### src/rtl/cbc_stream_if.sv
// Stream-side bundle of cbc_stream: message control, input chunk stream,
// output chunk stream and status. The DUT uses the slave modport.
interface cbc_stream_if #(
  parameter int N = 1,
  parameter int M = 4
);
  localparam int W  = 8 * N;
  localparam int CW = $clog2(M + 1);

  // Handshake: a transfer happens on a rising edge where valid && ready.
  // The producer holds data/last stable while valid && !ready; ready never
  // depends combinationally on valid.
  logic          start;
  logic          enc_dec;
  logic [W-1:0]  key;
  logic          in_valid;
  logic          in_ready;
  logic [W-1:0]  in_data;
  logic          in_last;
  logic          out_valid;
  logic          out_ready;
  logic [W-1:0]  out_data;
  logic          out_last;
  logic          busy;
  logic          done;
  logic [CW-1:0] chunk_count;
  logic [1:0]    dbg_state;

  modport slave (
    input  start, enc_dec, key, in_valid, in_data, in_last, out_ready,
    output in_ready, out_valid, out_data, out_last, busy, done, chunk_count,
           dbg_state
  );

  modport master (
    output start, enc_dec, key, in_valid, in_data, in_last, out_ready,
    input  in_ready, out_valid, out_data, out_last, busy, done, chunk_count,
           dbg_state
  );
endinterface

### src/rtl/cbc_stream.sv
// Chunk-serial XOR-chained CBC transform with a one-deep output register.
// chunk 0 = d0 ^ key, chunk i = d_i ^ c_(i-1), in either direction.
module cbc_stream #(
  parameter int N = 1,
  parameter int M = 4
) (
  input  logic        clk,
  input  logic        rst,
  cbc_stream_if.slave bus
);
  localparam int W  = 8 * N;
  localparam int CW = $clog2(M + 1);

  typedef enum logic [1:0] {
    S_IDLE  = 2'd0,
    S_RUN   = 2'd1,
    S_FLUSH = 2'd2
  } state_t;

  state_t        r_state;
  logic          r_enc_dec;
  logic [W-1:0]  r_chain;
  logic [W-1:0]  r_out_data;
  logic          r_out_valid;
  logic          r_out_last;
  logic          r_done;
  logic [CW-1:0] r_count;

  logic          w_in_ready;
  logic          w_in_hs;
  logic          w_out_hs;
  logic [W-1:0]  w_xor;
  logic          w_last;

  // Ready looks only at the output register and out_ready, never at in_valid.
  assign w_in_ready = (r_state == S_RUN) && (!r_out_valid || bus.out_ready);
  assign w_in_hs    = bus.in_valid && w_in_ready;
  assign w_out_hs   = r_out_valid && bus.out_ready;
  assign w_xor      = bus.in_data ^ r_chain;
  assign w_last     = bus.in_last || (r_count == CW'(M - 1));

  always_ff @(posedge clk) begin
    if (rst) begin
      r_state     <= S_IDLE;
      r_enc_dec   <= 1'b0;
      r_chain     <= '0;
      r_out_data  <= '0;
      r_out_valid <= 1'b0;
      r_out_last  <= 1'b0;
      r_done      <= 1'b0;
      r_count     <= '0;
    end else begin
      r_done <= 1'b0;
      if (w_out_hs) begin
        r_out_valid <= 1'b0;
      end
      case (r_state)
        S_IDLE: begin
          if (bus.start) begin
            r_enc_dec <= bus.enc_dec;
            r_chain   <= bus.key;
            r_count   <= '0;
            r_state   <= S_RUN;
          end
        end
        S_RUN: begin
          if (w_in_hs) begin
            r_out_data  <= w_xor;
            // Encrypt chains on the new ciphertext, decrypt on the incoming one.
            r_chain     <= r_enc_dec ? bus.in_data : w_xor;
            r_out_valid <= 1'b1;
            r_out_last  <= w_last;
            r_count     <= r_count + 1'b1;
            if (w_last) begin
              r_state <= S_FLUSH;
            end
          end
        end
        S_FLUSH: begin
          if (w_out_hs) begin
            r_done  <= 1'b1;
            r_state <= S_IDLE;
          end
        end
        default: r_state <= S_IDLE;
      endcase
    end
  end

  assign bus.in_ready    = w_in_ready;
  assign bus.out_valid   = r_out_valid;
  assign bus.out_data    = r_out_data;
  assign bus.out_last    = r_out_last;
  assign bus.busy        = (r_state != S_IDLE);
  assign bus.done        = r_done;
  assign bus.chunk_count = r_count;
  assign bus.dbg_state   = r_state;
endmodule

### src/flat_wrapper.sv
// flat-port wrapper written by rule: the top's interface ports become plain ports
module cbc_stream_flat 
#(
  parameter int N = 1,
  parameter int M = 4
)
  (clk, rst, bus_start, bus_enc_dec, bus_key, bus_in_valid, bus_in_data, bus_in_last, bus_out_ready, bus_in_ready, bus_out_valid, bus_out_data, bus_out_last, bus_busy, bus_done, bus_chunk_count, bus_dbg_state);
  cbc_stream_if #(.N(N), .M(M)) bus_i ();
  input  logic clk;
  input  logic rst;
  input wire logic [$bits(bus_i.start)-1:0] bus_start;
  input wire logic [$bits(bus_i.enc_dec)-1:0] bus_enc_dec;
  input wire logic [$bits(bus_i.key)-1:0] bus_key;
  input wire logic [$bits(bus_i.in_valid)-1:0] bus_in_valid;
  input wire logic [$bits(bus_i.in_data)-1:0] bus_in_data;
  input wire logic [$bits(bus_i.in_last)-1:0] bus_in_last;
  input wire logic [$bits(bus_i.out_ready)-1:0] bus_out_ready;
  output wire logic [$bits(bus_i.in_ready)-1:0] bus_in_ready;
  output wire logic [$bits(bus_i.out_valid)-1:0] bus_out_valid;
  output wire logic [$bits(bus_i.out_data)-1:0] bus_out_data;
  output wire logic [$bits(bus_i.out_last)-1:0] bus_out_last;
  output wire logic [$bits(bus_i.busy)-1:0] bus_busy;
  output wire logic [$bits(bus_i.done)-1:0] bus_done;
  output wire logic [$bits(bus_i.chunk_count)-1:0] bus_chunk_count;
  output wire logic [$bits(bus_i.dbg_state)-1:0] bus_dbg_state;
  assign bus_i.start = bus_start;
  assign bus_i.enc_dec = bus_enc_dec;
  assign bus_i.key = bus_key;
  assign bus_i.in_valid = bus_in_valid;
  assign bus_i.in_data = bus_in_data;
  assign bus_i.in_last = bus_in_last;
  assign bus_i.out_ready = bus_out_ready;
  assign bus_in_ready = bus_i.in_ready;
  assign bus_out_valid = bus_i.out_valid;
  assign bus_out_data = bus_i.out_data;
  assign bus_out_last = bus_i.out_last;
  assign bus_busy = bus_i.busy;
  assign bus_done = bus_i.done;
  assign bus_chunk_count = bus_i.chunk_count;
  assign bus_dbg_state = bus_i.dbg_state;
  cbc_stream #(.N(N), .M(M)) u_core (.clk(clk), .rst(rst), .bus(bus_i));
endmodule
### config.mk
export PLATFORM = sky130hd
export DESIGN_NAME = cbc_stream_flat
export DESIGN_NICKNAME = d
export VERILOG_FILES = /design/src/rtl/cbc_stream_if.sv /design/src/rtl/cbc_stream.sv /design/src/flat_wrapper.sv
export SDC_FILE = /design/constraint.sdc
export NUM_CORES = 1
export LEC_CHECK = 0
export ABC_AREA = 1
export CAP_MARGIN = 40
export CORE_ASPECT_RATIO = 1.2
export CORE_MARGIN = 4
export CORE_UTILIZATION = 40
export CTS_CLUSTER_DIAMETER = 30
export DETAILED_ROUTE_END_ITERATION = 16
export PLACE_DENSITY = 0.81
export SETUP_SLACK_MARGIN = 0.2
export SYNTH_ARGS = -nofsm -noshare
export SYNTH_HDL_FRONTEND = slang
export SYNTH_SLANG_ARGS = --single-unit
export TNS_END_PERCENT = 1
### constraint.sdc
create_clock -name clk -period 1.1 [get_ports clk]
set_input_delay 0.275 -clock clk [delete_from_list [all_inputs] [get_ports clk]]
set_output_delay 0.275 -clock clk [all_outputs]
set_load 0.03 [all_outputs]
After elaboration in Yosys (flattened, before gate mapping)
Cells that the tools add are included.
Widths: inputs -> output; s select.
Cells by class
  $add $sub $neg: 1
  bitwise operators: 2
  muxes and demuxes: 16
  eq/ne operators: 7
  reductions and logical operators: 14
Operators with widths (count)
  $mux 8: 3
  $pmux 8 s2: 1
  $mux 2: 4
  $xor 8x8->8: 1
  $mux 3: 2
  $ne 2x1->1 const B: 3
  $pmux 2 s3: 1
  $pmux 3 s2: 1
  $mux 1: 4
  $reduce_and 2->1: 2
  $reduce_and 4->1: 1
  $reduce_bool 2->1: 2
  $add 3x1->3 const B: 1
  $eq 3x2->1 const B: 1
  $logic_and 1x1->1: 3
  $reduce_and 3->1: 1
  $eq 2x1->1 const B: 1
  $eq 2x2->1 const B: 1
  $logic_not 2->1: 1
  $logic_or 1x1->1: 2
  $ne 2x2->1 const B: 1
  $reduce_or 2->1: 1
  $logic_not 1->1: 1
  $not 1->1: 1
Storage, ports and cells
  output and inout bits: 18
  bits in registers: 25
  bits of input ports: 23
  word-level logic and storage cells: 48

Logic depth before layout (Yosys ltp)
Gate-level depths: netlist of run 1.
  word-level depth: 6
  gate-level depth with buffers: 8
  mapped depth without buffers: 7

Worst setup path after synthesis of run 1
Ideal clock, no wire load.
  kind: reg-to-output
  from: register u_core.r_state[0], in the netlist u_core.bus.dbg_state[0]
  to: output bus_in_ready
  path buffers: 1
  data required time: 0.825 ns
  arrival time: 1.341 ns
  cell stages (with the launch flop): 4
  setup slack: -0.516 ns
  cell sequence: dfxtp_1 > nand2_2 > buf_6 > nor2_1
On the way
  cells in the longest elaborated chain, start to end: 2
Ends and longest elaborated chain
  start: declaration: line cbc_stream.sv:20  | state_t r_state;
  start signal: assignment: line cbc_stream.sv:44  | r_state <= S_IDLE;
  start signal: assignment: line cbc_stream.sv:63  | r_state <= S_RUN;
  start signal: assignment: line cbc_stream.sv:75  | r_state <= S_FLUSH;
  $eq 2x1->1: line cbc_stream.sv:36  | assign w_in_ready = (r_state == S_RUN) && (!r_out_valid || bus.out_ready);
  $logic_and 1x1->1: line cbc_stream.sv:36
  end: declaration: line flat_wrapper.sv:18  | output wire logic [$bits(bus_i.in_ready)-1:0] bus_in_ready;
Every way passes these cells.

Final worst setup path of run 1
  from: register u_core.r_state[1], in the netlist u_core.bus.dbg_state[1]
  to: output bus_busy
On the way
  cells in the longest elaborated chain, start to end: 1
Ends and longest elaborated chain
  $reduce_bool 2->1: line cbc_stream.sv:94  | assign bus.busy = (r_state != S_IDLE);
  end: declaration: line flat_wrapper.sv:22  | output wire logic [$bits(bus_i.busy)-1:0] bus_busy;
Every way passes these cells.

==> metrics.md, run 1 <==
| Metric | Value |
|---|---|
| Largest net degree at the start of global routing | 18 |
| Effective utilization at floorplan | 0.418 |
| Highest net fanout along the worst path | 3 |
| Fin. max-slew vios | 0 |
| Fraction of layout instances using a drive strength above 1 | 0.274 |
| Routed Antenna Nets | 0 |
| Number of buffers inserted by hold repair at cts | 0 |
| Achievable clock frequency | about 790 MHz |
| Share of the cycle needed by the critical path after routing | 1.16 |
| Commonest non-fill, non-tap cells in the layout | nand2_1 (65), nor2_1 (47), inv_1 (20), clkdlybuf4s50_1 (20) |
| Final Instance Area | 2250 sq um |
| CP Capture Type | primary output |
| TritonCTS clock tree | done |
| Die footprint | 4530 sq um |
| Kind of path behind the tightest hold check | input port to flip-flop |
| Data required time of the critical path | about 0.82 ns |
| Latest clock arrival within the worst-skew pair | about 0.27 ns |
| Detailed placement HPWL | 2680 microns |
| Core Area | around 3400 sq um |
| Number of core rows | 23 |
| Number of levels in the clock H-tree | 1 |
| Static leakage | approximately 1.1 nW |
| Cell area after technology mapping | roughly 1400 sq um |
| Total clock buffers created by CTS | 3 |
| Number of endpoints with negative hold slack in the final report | 0 |
| Post-route minimum period | 1.27 ns |
| Worst path arrival time | 1.00 ns |
| Detailed Route Iter0 Violations | 38 |
| Clk slew on worst S/H paths | 0.09 ns |
| GRT Overall Usage | 0.163 |
| Status | complete, but fails checks |
| Number of max-cap violations | 0 |
| Total DRC errors in the routed layout | 0 |
| Total power divided by cell area | 1160 nW/um^2 |
| Routability-driven placement congestion ratio | around 0.77 |
| Count of buffers inserted at the top-level ports | 40 |
| RSZ-0062 raised after global routing | true |
| Synthesized netlist cell count | between 200 and 250 |
| Post-Route Utilization | 0.668 |
| Filler cells | 271 |
| Number of setup violations in the final report | 30 |
| Startpoint type of the worst setup path | flip-flop |
| Average wire per cell in the routed design | between 10 and 15 microns |
| Worst Max-Slew Pin Slew | around 0.21 ns |
| Number of nets at the end of the flow | ~310 |
| Die outline height | 73.0 microns |
| Synthesis-stage register bit count | 25 |
| Via count of the first global-routing pass | roughly 1,400 |
| Total number of yosys warnings | 0 |
| Sum of negative setup slack | -2.26 ns |
| Number of clock sinks | 25 |
| Area Growth Syn to Fin | 59.9% |
| Drt via density | about 4.7 |
| Most common cell after layout, fill and taps aside | nand2_1 |
| Count of cell types in the netlist | 21 |
| Violated checks | negative setup slack |
| Number of antenna cells inserted | 0 |
| Fin worst setup slack | -0.174 ns |
| Seq/Total Area, Yosys | 0.356 |
| Vias post-DR | 1,521 |
| Ports | 41 |
| Global-route wire length before repair | 6030 microns |
| Number of antenna violations at the first check in global routing | 0 |
| Crit Path Category | flip-flop to primary output |
| Total routed wirelength | 3650 microns |
| Worst-case clock skew | ~0.0038 ns |
| Library cell used as clock root buffer | clkbuf_8 |
| Post-Syn Area per Cell | ~6.3 sq um |
| Final global-route overflow total | 0 |
| Synthesized netlist net count | about 250 |
| Dpl cell area | approximately 2000 sq um |
| Relative max-transition margin | 0.861 |
| Detailed-routing iteration count for the pre-antenna-repair pass | 4 |
| Worst IR drop on VDD | 0.000746 V |
| Maximum count of clock buffers along a single path | 2 |
| Chip width | between 60 and 70 microns |
==> layout make-up <==
cell class              count  area [sq um]  area share
repair buffers             63           684       0.304
inverters                  24           100      0.0445
clock buffers               4          45.0      0.0200
multi-input cells         169           853       0.380
flip-flops and latches     25           519       0.231
well taps                  37          46.3      0.0206
==> per-layer routing <==
layer	up-vias	track usage	wire, microns
met4	0	0.0795	86
met5	-	0	0
li1	815	-	-
met1	660	0.201	1590
met3	9	0.0123	137
met2	37	0.286	1840
==> cell usage after synthesis, drive strengths merged <==
master,n,area (sq um)
nand3,21,135
ha,2,25.0
o21ai,9,45.0
nand2,69,262
dfxtp,25,500
nand3b,2,15.0
nor2,59,239
nor4,1,6.26
clkinv,1,3.75
or2,1,6.26
a21oi,5,25.0
inv,23,86.3
buf,6,57.6
==> kinds of logic after synthesis <==
logic type / Yosys count / share of synthesized area
AO/OA/AOI/OAI: 14 / 0.0498
adder cells (fa/ha/maj): 2 / 0.0178
flip-flops: 25 / 0.356
buffers and inverters: 30 / 0.105
AND/OR/NAND/NOR: 153 / 0.472
==> repair_timing <==
action	in CTS	in global routing
endpoints found under the hold margin	0	0
pin swaps	2	6
setup buffers	5	0
cloned	0	0
setup endpoints to repair	42	43
resized for setup	31	8
==> power by group <==
part,internal (mW),switching [mW]
clock network,0.259,0.293
registers,0.990,0.0593
logic,0.476,0.521
==> registers in the layout, summed over array words and instances (netlist names) <==
name	count
u_core.bus.out_valid	1
u_core.bus.dbg_state	2
u_core.bus.out_last	1
u_core.r_chain	8
u_core.r_enc_dec	1
u_core.bus.chunk_count	3
u_core.bus.out_data	8
u_core.bus.done	1
==> path summary, 6_finish.rpt <==
path,to,start,slack (ns),cells past startpoint
max,bus_busy,u_core.bus.dbg_state[1],-0.17,4
min,u_core.bus.out_valid,bus_in_valid,0.38,3
max reg2reg,u_core.bus.dbg_state[0],u_core.bus.chunk_count[1],-0.13,6
min reg2reg,u_core.bus.out_data[5],u_core.bus.out_data[5],0.52,2
==> critical path, stage by stage (launching register included) <==
cell	delay, ns
dfxtp_4	0.37
inv_6	0.08
buf_12	0.10
nand2_4	0.04
buf_6	0.13
==> through the flow <==
step                power [mW]  std cells  hold WS, ns  worst slack (ns)
global route              2.74        322        0.388            -0.199
floorplan                 1.60        224        0.333           -0.0856
finish                    2.60        322        0.375            -0.174
global placement          1.95        313        0.469            -0.433
CTS                       2.60        322        0.443            -0.176
detailed placement        1.97        313        0.480            -0.454
Note: power is estimated with default switching activity, not from simulation.
==> inputs of run 2 (changes only) <==
--- a/config.mk
+++ b/config.mk
@@ -9,10 +9,10 @@
 export CAP_MARGIN = 40
 export CORE_ASPECT_RATIO = 1.2
 export CORE_MARGIN = 4
-export CORE_UTILIZATION = 40
+export CORE_UTILIZATION = 42
 export CTS_CLUSTER_DIAMETER = 30
 export DETAILED_ROUTE_END_ITERATION = 16
-export PLACE_DENSITY = 0.81
+export PLACE_DENSITY = 0.84
 export SETUP_SLACK_MARGIN = 0.2
 export SYNTH_ARGS = -nofsm -noshare
 export SYNTH_HDL_FRONTEND = slang
==> constraint.sdc (replaced) <==
create_clock -name clk -period 1.1 [get_ports clk]
set_input_delay 0.11 -clock clk [delete_from_list [all_inputs] [get_ports clk]]
set_output_delay 0.11 -clock clk [all_outputs]
set_load 0.03 [all_outputs]
==> metrics.md, run 2 (same netlist as run 1, synthesis figures left out) <==
| Metric | Value |
|---|---|
| Status | complete, but fails checks |
| Violated checks | negative setup slack |
| Routed Antenna Nets | 0 |
| Latest clock arrival within the worst-skew pair | between 0.3 and 0.4 ns |
| Data required time of the critical path | approximately 0.99 ns |
| Effective utilization at floorplan | 0.448 |
| Number of levels in the clock H-tree | 1 |
| Filler cells | 267 |
| Fin. max-slew vios | 0 |
| Detailed Route Iter0 Violations | 62 |
| Library cell used as clock root buffer | clkbuf_4 |
| Largest net degree at the start of global routing | 20 |
| Number of clock sinks | 25 |
| Number of nets at the end of the flow | approximately 300 |
| Commonest non-fill, non-tap cells in the layout | nand2_1 (64), nor2_1 (51), clkdlybuf4s50_1 (22), buf_4 (22), inv_1 (20) |
| Core Area | ~3100 sq um |
| Detailed-routing iteration count for the pre-antenna-repair pass | 4 |
| Post-route minimum period | about 1.2 ns |
| GRT Overall Usage | 0.192 |
| Count of buffers inserted at the top-level ports | 40 |
| Kind of path behind the tightest hold check | input port to flip-flop |
| Number of setup violations in the final report | 26 |
| Worst-case clock skew | approximately 0.014 ns |
| Clk slew on worst S/H paths | between 0.15 and 0.2 ns |
| Number of buffers inserted by hold repair at cts | 0 |
| Area occupied by multi-input gates | roughly 860 sq um |
| Die footprint | ~4300 sq um |
| Chip width | roughly 60 microns |
| Area of all sequential standard cells | ~520 sq um |
| Total routed wirelength | about 4000 microns |
| Die outline height | 71.4 microns |
| Most common cell after layout, fill and taps aside | nand2_1 |
| Achievable clock frequency | 805 MHz |
| Worst Max-Slew Pin Slew | 0.554 ns |
| Total internal power | 1.57 mW |
| Detailed placement HPWL | ~2600 microns |
| Routability-driven placement congestion ratio | roughly 0.85 |
| Sequential Power Share | 0.426 |
| Fraction of power consumed by combinational cells | 0.392 |
| RSZ-0062 raised after global routing | true |
| Number of antenna violations at the first check in global routing | 0 |
| Vias post-DR | around 1,600 |
| Relative max-transition margin | 0.630 |
| Global-route wire length before repair | between 6000 and 7000 microns |
| Area Growth Syn to Fin | 51.9% |
| Fraction of layout instances using a drive strength above 1 | 0.262 |
| Drt via density | roughly 5 |
| Post-Route Utilization | 0.681 |
| Crit Path Category | flip-flop to primary output |
| Placement Setup Slack | -0.288 ns |
| Number of antenna cells inserted | 0 |
| TritonCTS clock tree | done |
| CP Capture Type | primary output |
| Switching share of power | 0.366 |
| Total power divided by cell area | between 1000 and 1500 nW/um^2 |
| Number of max-cap violations | 0 |
| Highest net fanout along the worst path | 4 |
| Ports | 41 |
| Worst IR drop on VDD | roughly 0.00075 V |
| Total DRC errors in the routed layout | 0 |
| Number of endpoints with negative hold slack in the final report | 0 |
| Switching Power | 905 uW |
| Startpoint type of the worst setup path | flip-flop |
| Static leakage | 1.07 nW |
| Sum of negative setup slack | -1.90 ns |
| Worst path arrival time | roughly 1.1 ns |
| Average wire per cell in the routed design | roughly 13 microns |
| Final global-route overflow total | 0 |
| Fin worst setup slack | -0.142 ns |
| Total clock buffers created by CTS | 3 |
| Via count of the first global-routing pass | 1,422 |
| Share of the cycle needed by the critical path after routing | 1.13 |
| Share of power burned in the clock network | 0.182 |
| Number of core rows | 22 |
| Maximum count of clock buffers along a single path | 2 |
==> run 2: changes by cell type in the layout (fill, tap and decap cells not counted), sizes merged <==
cell,before,now
buf,41,38
clkdlybuf4s50,20,22
clkbuf,4,3
dlygate4sd2,1,0
dlymetal6s2s,1,0
inv,23,24
==> run 2: worst max-delay path, cell delays in order, from the launching register on <==
cell and delay [ns]:
dfxtp_4 0.45, inv_4 0.06, buf_6 0.12, nand2_4 0.05
buf_6 0.13
==> run 2: final cells by class <==
type                            count  share of cell area
Clock buffer                        3              0.0105
Clock inverter                      1             0.00293
Inverter                           24              0.0469
Multi-Input combinational cell    169               0.402
Sequential cell                    25               0.243
Tap cell                           36              0.0211
Timing Repair Buffer               60               0.273
==> run 2: metal layers <==
metal  global-route usage  share of wire  vias to the layer above
li1                     -              -                      801
met1                0.233           0.39                      688
met2                0.327           0.51                       59
met3               0.0216          0.051                       15
met4               0.0940          0.041                        0
met5                    0              0                        -
==> run 2: what timing repair did <==
item	in CTS	in global routing
pin swaps	8	1
setup endpoints to repair	41	43
setup buffers	5	0
resized for setup	36	9
==> run 2: power by group through the flow <==
stage	clock (mW)	sequential, mW	combinational [mW]
after floorplan	0	1.14	0.454
after global placement	0	1.06	0.836
after detailed placement	0	1.07	0.848
after CTS	0.450	1.05	0.933
after global routing	0.483	1.06	1.06
final	0.450	1.05	0.970
==> run 2: path summary, 6_finish.rpt <==
kind	to	cells past startpoint	slack, ns	from
worst max-delay path	bus_busy	4	-0.14	u_core.bus.dbg_state[0]
worst min-delay path	u_core.r_enc_dec	3	0.40	bus_enc_dec
worst max register to register	u_core.bus.dbg_state[0]	6	-0.11	u_core.bus.chunk_count[0]
worst min register to register	u_core.bus.out_last	2	0.50	u_core.bus.out_last
==> run 2: per-stage QoR <==
step | std cells | hold slack [ns] | power (mW) | area [sq um]
after floorplan | 224 | 0.168 | 1.60 | 1450
after global placement | 309 | 0.470 | 1.90 | 1930
after global routing | 318 | 0.409 | 2.61 | 2140
final | 318 | 0.399 | 2.47 | 2140
after CTS | 318 | 0.393 | 2.43 | 2100
after detailed placement | 309 | 0.473 | 1.91 | 1930
==> inputs of run 3 (changes only) <==
--- a/config.mk
+++ b/config.mk
@@ -9,10 +9,10 @@
 export CAP_MARGIN = 40
 export CORE_ASPECT_RATIO = 1.2
 export CORE_MARGIN = 4
-export CORE_UTILIZATION = 42
-export CTS_CLUSTER_DIAMETER = 30
+export CORE_UTILIZATION = 50
+export CTS_CLUSTER_SIZE = 40
 export DETAILED_ROUTE_END_ITERATION = 16
-export PLACE_DENSITY = 0.84
+export PLACE_DENSITY = 0.93
 export SETUP_SLACK_MARGIN = 0.2
 export SYNTH_ARGS = -nofsm -noshare
 export SYNTH_HDL_FRONTEND = slang
==> constraint.sdc (replaced) <==
create_clock -name clk -period 1.5 [get_ports clk]
set_input_delay 0.15 -clock clk [delete_from_list [all_inputs] [get_ports clk]]
set_output_delay 0.15 -clock clk [all_outputs]
set_load 0.03 [all_outputs]
==> metrics.md, run 3 (same netlist as run 1, synthesis figures left out) <==
| Metric | Value |
|---|---|
| Filler cells | 190 |
| Number of max-cap violations | 0 |
| Number of nets at the end of the flow | roughly 300 |
| Total power divided by cell area | ~860 nW/um^2 |
| Number of setup violations in the final report | 0 |
| Static leakage | 1.05 nW |
| Maximum count of clock buffers along a single path | 2 |
| Finished Layout Cells | 312 |
| Worst Max-Slew Pin Slew | 0.542 ns |
| Worst IR drop on VDD | 0.000578 V |
| Detailed Route Iter0 Violations | 79 |
| CP Capture Type | primary output |
| Total routed wirelength | 3970 microns |
| Fraction of layout instances using a drive strength above 1 | 0.172 |
| Routability-driven placement congestion ratio | about 0.77 |
| Via count of the first global-routing pass | 1,402 |
| Highest net fanout along the worst path | 4 |
| TritonCTS clock tree | done |
| RSZ-0062 raised after global routing | true |
| GRT Overall Usage | 0.198 |
| Largest net degree at the start of global routing | 20 |
| Worst-case clock skew | between 0.015 and 0.02 ns |
| Sum of negative setup slack | 0 ns |
| Number of clock sinks | 25 |
| Global-route wire length before repair | 5930 microns |
| Status | finished, final reports clean |
| Die outline height | around 66 microns |
| Final global-route overflow total | 0 |
| Number of antenna cells inserted | 0 |
| Vias post-DR | 1,601 |
| Latest clock arrival within the worst-skew pair | 0.34 ns |
| Hold slack | approximately 0.45 ns |
| Most common cell after layout, fill and taps aside | nand2_1 |
| Achievable clock frequency | about 770 MHz |
| Worst path arrival time | around 1.1 ns |
| Share of the cycle needed by the critical path after routing | 0.862 |
| Drt via density | approximately 5.1 |
| Die footprint | ~3700 sq um |
| Library cell used as clock root buffer | clkbuf_4 |
| Core Area | 2600 sq um |
| Total clock buffers created by CTS | 3 |
| Crit Path Category | flip-flop to primary output |
| Number of antenna violations at the first check in global routing | 0 |
| Post-route minimum period | between 1 and 1.5 ns |
| Startpoint type of the worst setup path | flip-flop |
| Relative max-transition margin | 0.639 |
| Number of buffers inserted by hold repair at cts | 0 |
| Post-Route Utilization | 0.771 |
| Detailed placement HPWL | 2470 microns |
| Detailed-routing iteration count for the pre-antenna-repair pass | 4 |
| Average wire per cell in the routed design | approximately 13 microns |
| Data required time of the critical path | approximately 1.4 ns |
| Number of core rows | 20 |
| Total power after layout | approximately 1.7 mW |
| Fin. max-slew vios | 0 |
| Kind of path behind the tightest hold check | input port to flip-flop |
| Ports | 41 |
| Total DRC errors in the routed layout | 0 |
| Count of buffers inserted at the top-level ports | 40 |
| Commonest non-fill, non-tap cells in the layout | nand2_1 (66), nor2_1 (54), clkdlybuf4s50_1 (22) |
| Chip width | ~56 microns |
| Routed Antenna Nets | 0 |
| Number of levels in the clock H-tree | 1 |
| Area Growth Syn to Fin | 42.6% |
| Effective utilization at floorplan | 0.540 |
| Placed cells | between 200 and 300 |
| Number of endpoints with negative hold slack in the final report | 0 |
| Clk slew on worst S/H paths | ~0.15 ns |
-- run 3: cell count changes in the layout (fill, tap and decap cells not counted), sizes merged --
cell | previous run | this run
buf | 38 | 19
dlygate4sd2 | 0 | 14
clkbuf | 3 | 4
clkdlybuf4s15 | 0 | 1
clkinv | 1 | 2
inv | 24 | 23
-- run 3: worst paths after layout --
path | start | depth (start not counted) | slack, ns | endpoint
setup / recovery | u_core.bus.dbg_state[0] | 4 | 0.21 | bus_in_ready
hold / removal | bus_key[1] | 5 | 0.45 | u_core.r_chain[1]
setup reg to reg | u_core.bus.dbg_state[0] | 5 | 0.22 | u_core.bus.out_data[2]
hold reg to reg | u_core.bus.dbg_state[0] | 1 | 0.49 | u_core.bus.done
-- run 3: worst max-delay path, stage by stage (launching register included) --
cell and delay (ns):
dfxtp_4 0.41, buf_12 0.11, nand2_8 0.05, nor2_4 0.10, buf_6 0.13
-- run 3: through the flow --
stage          setup WS, ns  cell area, sq um
2_1_floorplan         0.186              1420
3_3_place_gp          0.122              1860
3_5_place_dp         0.0866              1860
4_1_cts               0.125              1910
5_1_grt               0.161              2010
6_report              0.207              2010
-- run 3: layout make-up --
class / instances / area [sq um] / share of cell area
Clock buffer: 3 / 22.5 / 0.0112
Clock inverter: 1 / 5.00 / 0.00250
Inverter: 24 / 95.1 / 0.0474
Multi-Input combinational cell: 169 / 806 / 0.402
Sequential cell: 25 / 518 / 0.258
Tap cell: 33 / 41.3 / 0.0206
Timing Repair Buffer: 57 / 518 / 0.258
-- run 3: what timing repair did --
item,4_1_cts,5_1_grt
pin swaps,2,6
resized for setup,36,8
setup endpoints to repair,27,15
setup buffers,0,9
-- run 3: metal layers --
| layer | vias up | share of wire | track usage |
|---|---|---|---|
| met5 | - | 0 | 0 |
| met2 | 71 | 0.54 | 0.368 |
| met3 | 15 | 0.048 | 0.0195 |
| met1 | 716 | 0.38 | 0.221 |
| met4 | 0 | 0.037 | 0.104 |
| li1 | 799 | - | - |
-- run 3: where the power goes --
part	internal (mW)	total [mW]	leakage [nW]	switching, mW
Sequential	0.726	0.766	0.209	0.0398
Clock	0.100	0.320	0.0177	0.220
Combinational	0.271	0.647	0.828	0.376
Total	1.10	1.73	1.05	0.636
